===== src/rtl/ps2_codes_pkg.sv =====
// Shared PS/2 scan-code set 2 constants, decode-state encoding and key_held
// bit indices for the key decoder.
//   key_index   : scan code + extended flag -> key_held bit index (KEY_NONE if unmapped)
//   pulse_index : key_held bit index -> press-pulse index (arrows alias to W/S/A/D)
package ps2_codes_pkg;

   // Scan codes, set 2
   localparam logic [7:0] SC_W     = 8'h1D;
   localparam logic [7:0] SC_A     = 8'h1C;
   localparam logic [7:0] SC_S     = 8'h1B;
   localparam logic [7:0] SC_D     = 8'h23;
   localparam logic [7:0] SC_SPACE = 8'h29;
   localparam logic [7:0] SC_R     = 8'h2D;
   localparam logic [7:0] SC_UP    = 8'h75;
   localparam logic [7:0] SC_DOWN  = 8'h72;
   localparam logic [7:0] SC_LEFT  = 8'h6B;
   localparam logic [7:0] SC_RIGHT = 8'h74;
   localparam logic [7:0] SC_EXT   = 8'hE0;
   localparam logic [7:0] SC_BRK   = 8'hF0;

   // Decode state: bit 0 = E0 seen, bit 1 = F0 seen
   typedef enum logic [1:0] {
      ST_IDLE    = 2'b00,
      ST_EXT     = 2'b01,
      ST_BRK     = 2'b10,
      ST_EXT_BRK = 2'b11
   } dec_state_t;

   // key_held bit indices
   localparam int unsigned KEY_W     = 0;
   localparam int unsigned KEY_A     = 1;
   localparam int unsigned KEY_S     = 2;
   localparam int unsigned KEY_D     = 3;
   localparam int unsigned KEY_SPACE = 4;
   localparam int unsigned KEY_R     = 5;
   localparam int unsigned KEY_UP    = 6;
   localparam int unsigned KEY_DOWN  = 7;
   localparam int unsigned KEY_LEFT  = 8;
   localparam int unsigned KEY_RIGHT = 9;
   localparam int unsigned NUM_KEYS  = 10;

   // Press-pulse vector order {r,space,d,s,a,w} matches the first six key bits
   localparam int unsigned NUM_PULSES = 6;

   localparam logic [3:0] KEY_NONE = 4'hF;

   // Map a completed scan code to its key_held bit
   function automatic logic [3:0] key_index(input logic [7:0] sc, input logic ext);
      logic [3:0] idx;
      idx = KEY_NONE;
      if (ext) begin
         case (sc)
            SC_UP:    idx = 4'(KEY_UP);
            SC_DOWN:  idx = 4'(KEY_DOWN);
            SC_LEFT:  idx = 4'(KEY_LEFT);
            SC_RIGHT: idx = 4'(KEY_RIGHT);
            default:  idx = KEY_NONE;
         endcase
      end else begin
         case (sc)
            SC_W:     idx = 4'(KEY_W);
            SC_A:     idx = 4'(KEY_A);
            SC_S:     idx = 4'(KEY_S);
            SC_D:     idx = 4'(KEY_D);
            SC_SPACE: idx = 4'(KEY_SPACE);
            SC_R:     idx = 4'(KEY_R);
            default:  idx = KEY_NONE;
         endcase
      end
      return idx;
   endfunction

   // Arrow keys fold onto the W/S/A/D pulses; other keys pulse their own bit
   function automatic logic [2:0] pulse_index(input logic [3:0] key);
      logic [2:0] p;
      case (key)
         4'(KEY_UP):    p = 3'(KEY_W);
         4'(KEY_DOWN):  p = 3'(KEY_S);
         4'(KEY_LEFT):  p = 3'(KEY_A);
         4'(KEY_RIGHT): p = 3'(KEY_D);
         default:       p = key[2:0];
      endcase
      return p;
   endfunction

endpackage


===== src/rtl/ps2_key_decoder.sv =====
// PS/2 scan-code set 2 decoder: tracks E0/F0 prefixes, keeps per-key held
// state and emits one registered 1-clock pulse per physical key press
// (typematic repeats suppressed).
// Ports:
//   clk, rst          clock, asynchronous active-high reset
//   code, code_valid  received byte and its 1-clock strobe
//   frame_err         receiver dropped a byte; resync and forget held keys
//   *_press           1-clock press pulses (arrows alias to w/s/a/d)
//   key_held[9:0]     {right,left,down,up,r,space,d,s,a,w}
module ps2_key_decoder
   import ps2_codes_pkg::*;
#(
   parameter int unsigned PREFIX_TIMEOUT = 100000,
   parameter bit          ARROWS_EN      = 1'b1
) (
   input  logic                clk,
   input  logic                rst,
   input  logic [7:0]          code,
   input  logic                code_valid,
   input  logic                frame_err,
   output logic                w_press,
   output logic                a_press,
   output logic                s_press,
   output logic                d_press,
   output logic                space_press,
   output logic                r_press,
   output logic [NUM_KEYS-1:0] key_held
);

   localparam int unsigned     CNT_W      = $clog2(PREFIX_TIMEOUT + 1);
   localparam logic [CNT_W-1:0] CNT_EXPIRE = CNT_W'(PREFIX_TIMEOUT - 1);
   localparam logic [CNT_W-1:0] CNT_MAX    = '1;

   dec_state_t              state;
   logic [CNT_W-1:0]        cnt;
   logic [NUM_PULSES-1:0]   pulse;

   logic       is_ext;
   logic       is_brk;
   logic       ext_ctx;
   logic       brk_ctx;
   logic       key_ok;
   logic [3:0] key_idx;
   logic [2:0] pulse_idx;

   // Classify the incoming byte in the context of the prefixes already seen
   always_comb begin
      is_ext    = (code == SC_EXT);
      is_brk    = (code == SC_BRK);
      ext_ctx   = (state == ST_EXT) || (state == ST_EXT_BRK);
      brk_ctx   = (state == ST_BRK) || (state == ST_EXT_BRK);
      key_idx   = key_index(code, ext_ctx);
      pulse_idx = pulse_index(key_idx);
      key_ok    = (key_idx != KEY_NONE) && (!ext_ctx || ARROWS_EN);
   end

   // Decode FSM, prefix timeout, held keys and press pulses
   always_ff @(posedge clk or posedge rst) begin
      if (rst) begin
         state    <= ST_IDLE;
         cnt      <= '0;
         key_held <= '0;
         pulse    <= '0;
      end else begin
         pulse <= '0;
         if (frame_err) begin
            // A lost byte may have been a break: forget every held key
            state    <= ST_IDLE;
            cnt      <= '0;
            key_held <= '0;
         end else if (code_valid) begin
            cnt <= '0;
            case (state)
               ST_IDLE: begin
                  if (is_ext)      state <= ST_EXT;
                  else if (is_brk) state <= ST_BRK;
               end
               ST_EXT: begin
                  if (is_brk)       state <= ST_EXT_BRK;
                  else if (!is_ext) state <= ST_IDLE;
               end
               ST_BRK: begin
                  if (is_ext)       state <= ST_EXT_BRK;
                  else if (!is_brk) state <= ST_IDLE;
               end
               ST_EXT_BRK: begin
                  if (!is_ext && !is_brk) state <= ST_IDLE;
               end
               default: state <= ST_IDLE;
            endcase
            if (!is_ext && !is_brk && key_ok) begin
               if (brk_ctx) begin
                  key_held[key_idx] <= 1'b0;
               end else if (!key_held[key_idx]) begin
                  // First make only; typematic repeats find the bit already set
                  key_held[key_idx] <= 1'b1;
                  pulse[pulse_idx]  <= 1'b1;
               end
            end
         end else if (state != ST_IDLE) begin
            // Abandon a dangling prefix once the follow-up byte is overdue
            if (cnt == CNT_EXPIRE) begin
               state <= ST_IDLE;
               cnt   <= '0;
            end else if (cnt != CNT_MAX) begin
               cnt <= cnt + CNT_W'(1);
            end
         end
      end
   end

   assign w_press     = pulse[KEY_W];
   assign a_press     = pulse[KEY_A];
   assign s_press     = pulse[KEY_S];
   assign d_press     = pulse[KEY_D];
   assign space_press = pulse[KEY_SPACE];
   assign r_press     = pulse[KEY_R];

endmodule


===== config.mk =====
export PLATFORM = sky130hd
export DESIGN_NAME = ps2_key_decoder
export DESIGN_NICKNAME = d
export VERILOG_FILES = /design/src/rtl/ps2_codes_pkg.sv /design/src/rtl/ps2_key_decoder.sv
export SDC_FILE = /design/constraint.sdc
export NUM_CORES = 1
export LEC_CHECK = 0
export ABC_AREA = 1
export BUFFER_PORTS_ARGS = -buffer_cell sky130_fd_sc_hd__buf_4
export CAP_MARGIN = 20
export CORE_MARGIN = 2
export CORE_UTILIZATION = 63
export DETAILED_ROUTE_END_ITERATION = 16
export MAX_ROUTING_LAYER = met4
export PLACE_DENSITY = 0.85
export SYNTH_ARGS = -nofsm -noshare
export SYNTH_HDL_FRONTEND = slang
export SYNTH_SLANG_ARGS = --single-unit

===== constraint.sdc =====
create_clock -name clk -period 4.6 [get_ports clk]
set_clock_uncertainty 0.05 [all_clocks]
set_input_delay 0.46 -clock clk [delete_from_list [all_inputs] [get_ports clk]]
set_output_delay 0.46 -clock clk [all_outputs]
set_load 0.05 [all_outputs]

* After elaboration in Yosys (flattened, before gate mapping)
Cells that the tools add are included.
** Cells by class
- $add $sub $neg :: 1
- Order comparisons :: 4
- Equality and inequality tests :: 27
- Multiplexer cells :: 37
- Bitwise logic cells :: 3
- Reduce and logical (&&, ||, !) cells :: 18
** Operators with widths (number)
- 17-bit two-way mux :: 5
- 10-bit two-way mux :: 5
- 8-bit by 7-bit equality test with 1-bit output, second input constant :: 4
- 6-bit two-way mux :: 5
- 8-bit by 5-bit equality test with 1-bit output, second input constant :: 3
- 8-bit by 6-bit equality test with 1-bit output, second input constant :: 3
- 4-bit one-hot mux with 6 select lines :: 1
- 2-bit two-way mux :: 11
- 17-bit by 1-bit adder with 17-bit output, second input constant :: 1
- 17-bit equality test, second input constant :: 1
- 17-bit inequality test, second input constant :: 1
- 8-bit equality test, second input constant :: 2
- 4-bit one-hot mux with 4 select lines :: 1
- 5-bit inequality test, second input constant :: 3
- 3-bit one-hot mux with 4 select lines :: 1
- 10-bit AND :: 1
- 10-bit NOT :: 1
- 10-bit OR :: 1
- 4-bit by 3-bit equality test with 1-bit output, second input constant :: 2
- 4-bit equality test, second input constant :: 2
- 2-bit one-hot mux with 4 select lines :: 1
- 6-bit AND reduction :: 1
- 2-bit nonzero test :: 3
- 3-bit nonzero test :: 2
- 21 further kinds :: 29
** Storage, ports and cells
- Flip-flop bits (word level) :: 35
- Output and inout port bits :: 16

* Depth between registers and ports, before layout
- Word-level depth :: 14
- Depth in mapped cells :: 19

* Least setup slack after synthesis
OpenSTA, ideal clock, no wires.
- Path kind :: register -> register
- From :: register cnt[0]
- To :: register cnt[15]
- Setup time :: 0.136 ns
- Arrival :: 2.028 ns
- Data required time :: 4.414 ns
- Path slack :: 2.386 ns
- Cell stages (with the launch flop) :: 15
- Path buffers :: 0
- Cell sequence :: dfrtp_1 -> ha_1 -> nand3_1 -> inv_1 -> nand4_1 -> nor4_1 -> ha_1 -> nor2_2 -> inv_1 -> nand2_1 -> nand4_1 -> nor2_1 -> nand2_1 -> nor2_1 -> nor3_1
** On the way
- Longest elaborated chain between the ends :: 6
** Ends and longest elaborated chain
- from (decl) :: RTL line ps2_key_decoder.sv:35 : logic [CNT_W-1:0] cnt;
- from (signal assigned) :: RTL line ps2_key_decoder.sv:106 : cnt <= cnt + CNT_W'(1);
- 17-bit by 1-bit adder with 17-bit output :: RTL line ps2_key_decoder.sv:106
- 17-bit two-way mux :: RTL line ps2_key_decoder.sv:105 : end else if (cnt != CNT_MAX) begin
- 17-bit two-way mux :: RTL line ps2_key_decoder.sv:102 : if (cnt == CNT_EXPIRE) begin
- 17-bit two-way mux :: RTL line ps2_key_decoder.sv:100 : end else if (state != ST_IDLE) begin
- 17-bit two-way mux :: RTL line ps2_key_decoder.sv:71 : end else if (code_valid) begin
- 17-bit two-way mux :: RTL line ps2_key_decoder.sv:66 : if (frame_err) begin
Parallel ways exist; a longest one is shown, timed or not. The select of a mux whose other input is x is not followed.
A chain may end at the register's enable or synchronous reset.

* Worst setup path in the final report
Same ends and word-level chain as after synthesis.

==> summary.txt <==
CTS
  – Number of CTS-inserted buffers: 5
  – Postcts setup bufs: 0
  – H-tree Lvls: 2
  – Post_cts resized: 0
  – CTS tree: done
  – Clk pin slew, worst setup/hold paths: 0.07 ns
  – Root Driver: clkbuf_8
  – Hold buffer count at CTS: 0
  – Later-pin clock latency in the skew report: 0.30 ns
  – Clk sinks: 35
  – Max clock buf depth: 2

Worst setup path
  – WS Path Type: flop to flop
  – Reg2Reg Capture Point: cnt[15]$_DFFE_PP0P_
  – FF-to-FF Start: cnt[0]$_DFFE_PP0P_
  – Worst reg2reg path depth: 12
  – R2R setup slack: 1.78 ns
  – Required @ worst endpoint: about 4.7 ns
  – Setup crit start kind: flop
  – Crit path DAT: 2.92 ns
  – Critical Path Sink Type: flop
  – Largest fanout on the critical path: 12

Routing
  – DR iter-0 viols: 143
  – Antenna-violating nets left: 0
  – DR top layer: met4
  – Vias: between 2000 and 2500
  – Met3 WL: 284 µm
  – Drt first pass iters: 4
  – DRC: 0
  – Via/cell ratio: 5.36
  – Met1 WL: 2620 µm
  – Met2 wire length: 2450 µm
  – WL final: 5420 µm
  – Wire length per cell after detailed routing: about 13 µm

Yosys
  – Syn Area/Cell: 7.03 µm²
  – Yosys top cell area share: 0.352
  – Top cell type by total area after synthesis: dfrtp_1
  – Post-Syn Instances: between 300 and 400
  – Syn. warnings: 0
  – Synth area leaders: dfrtp_1, nand2_1, inv_1
  – Combinational family with the most area after synthesis: simple AND/OR/NAND/NOR gates
  – Synthesized flop and latch total: 35
  – Distinct cells, synth: 37
  – Mapped Nets: 368
  – Post-Syn Area: 2490 µm²
  – Fraction of the mapped netlist area in adder cells: 0.0101
  – Simple-gate share of the synthesized area: 0.438
  – Register area share after synthesis: 0.352
  – Post-synthesis compound-gate area fraction: 0.0799
  – Synth Area in XOR/XNOR: 0.0211
  – Post-synthesis mux area share: 0.0121

Final layout
  – Share of cells above drive strength 1: 0.184
  – Layout net count: 398
  – Most frequent cells in the layout: nand2_1, inv_1, nor2_1
  – Design Area, Final: 2810 µm²
  – Antenna cells: 0
  – Most common cell after layout, fill and taps aside: nand2_1
  – Area grow syn2layout: 13.0%

STA
  – Period utilisation layout: 0.612
  – Worst slew margin: 0.484
  – Fin. Hold Viols: 0
  – Setup slack after layout: roughly 1.8 ns
  – Crit path time final: 2.82 ns
  – Final setup fails: 0
  – RSZ-0062 raised after global routing: no
  – F_max: 0.355 GHz
  – Pins Over Slew Limit: 0
  – Tightest Pin Transition: 0.768 ns
  – Setup TNS: 0 ns

GRT
  – Vias in the first global route: roughly 2100
  – Largest net degree at the start of global routing: 36
  – Initial antenna violation count: 0
  – Tot GR Track Use: 0.283
  – Grt total ovfl: 0
  – First-pass GRT wire length: 9230 µm

Placed design
  – GP Congestion: roughly 0.87
  – Post-DP HPWL: 4110 µm
  – DP Area: 2730 µm²
  – Place WS: 1.82 ns
  – Port buffer count: 27

Pwr
  – PD cells: 221 nW/µm²
  – Worst VDD drop: 0.000194 V
  – Leakage: roughly 0.0015 µW
  – Total Power: 621 µW

Floorplanning
  – # rows: 22
  – Boundary Pins: 28
  – Full die area: 4470 µm²
  – Starting Density: 0.670
  – Core box area: 3720 µm²
  – Die W: 66.9 µm
  – Die Y: approximately 67 µm

Outcome
  – Run status: finished clean

Worst hold path
  – HP Class: primary input to async pin

Flow run
  – Max Cap Violations: 0
-- report_power, final --
group          internal, µW  leakage, µW  switching, µW
Clock                   106    0.0000412            118
Combinational          23.2      0.00100           51.5
Sequential              311     0.000486           11.3
Total                   440      0.00153            181
-- layout make-up --
type                            instances  area (µm²)
Clock buffer                            6        72.6
Clock inverter                          2        12.5
Fill cell                             283         903
Inverter                               49         184
Multi-Input combinational cell        265        1400
Sequential cell                        35         876
Tap cell                               48        60.1
Timing Repair Buffer                   28         210
-- per-stage QoR --
step / cells / utilization / hold WS [ns]
CTS: 433 / 0.757 / 0.222
finish: 433 / 0.757 / 0.205
floorplan: 354 / - / 0.427
global placement: 425 / 0.734 / 0.449
detailed placement: 425 / 0.734 / 0.460
global route: 433 / 0.757 / 0.256
-- per-layer routing --
layer / GRT usage / up-vias
met1: 0.377 / 1035
met2: 0.436 / 65
met5: - / -
li1: - / 1213
met3: 0.0490 / 10
met4: 0.105 / 0
-- kinds of logic (layout without fill, tap and decap cells) --
group	after synthesis	count (layout)
AO/OA/AOI/OAI	36	36
buffers and inverters	54	85
adder cells (fa/ha/maj)	2	2
flip-flops	35	35
multiplexers	3	3
AND/OR/NAND/NOR	218	218
XOR/XNOR	6	6
-- flip-flops by register name, summed over array words and instances (netlist names) --
| register | count |
|---|---|
| cnt | 17 |
| key_held | 10 |
| pulse | 6 |
| state | 2 |
-- synth_stat cells, drive strengths merged --
| master | number |
|---|---|
| nor3 | 10 |
| or2 | 2 |
| inv | 48 |
| nand2 | 107 |
| nor3b | 2 |
| buf | 4 |
| a31oi | 1 |
| nand3b | 2 |
| clkbuf | 1 |
| ha | 2 |
| mux2i | 3 |
| nand4 | 17 |
| nor2 | 53 |
| a21oi | 10 |
| xor2 | 6 |
| nor4 | 4 |
| o21ai | 20 |
| and3 | 1 |
| o221ai | 1 |
| o22ai | 1 |
| dfrtp | 35 |
| a32o | 2 |
| clkinv | 1 |
| a22oi | 1 |
| nand3 | 20 |
-- worst max-delay path by stage --
stage	endpoint	cells past startpoint	start
detailed placement	cnt[15]$_DFFE_PP0P_	12	cnt[0]$_DFFE_PP0P_
CTS	cnt[15]$_DFFE_PP0P_	12	cnt[0]$_DFFE_PP0P_
floorplan	cnt[15]$_DFFE_PP0P_	14	cnt[0]$_DFFE_PP0P_
global placement	cnt[15]$_DFFE_PP0P_	12	cnt[0]$_DFFE_PP0P_
finish	cnt[15]$_DFFE_PP0P_	12	cnt[0]$_DFFE_PP0P_
global route	cnt[15]$_DFFE_PP0P_	12	cnt[0]$_DFFE_PP0P_
-- worst max-delay path, stage by stage (launching register included) --
cell and delay, ns:
dfrtp_1 0.39, ha_1 0.18, nand3_1 0.10, nor2_1 0.11, nand4_1 0.12, o21ai_1 0.63
inv_1 0.32, nand2_1 0.18, nand4_1 0.13, nor2_1 0.22, nand2_1 0.09, nor2_1 0.10
nor3_1 0.05
(Power assumes the default switching activity.)
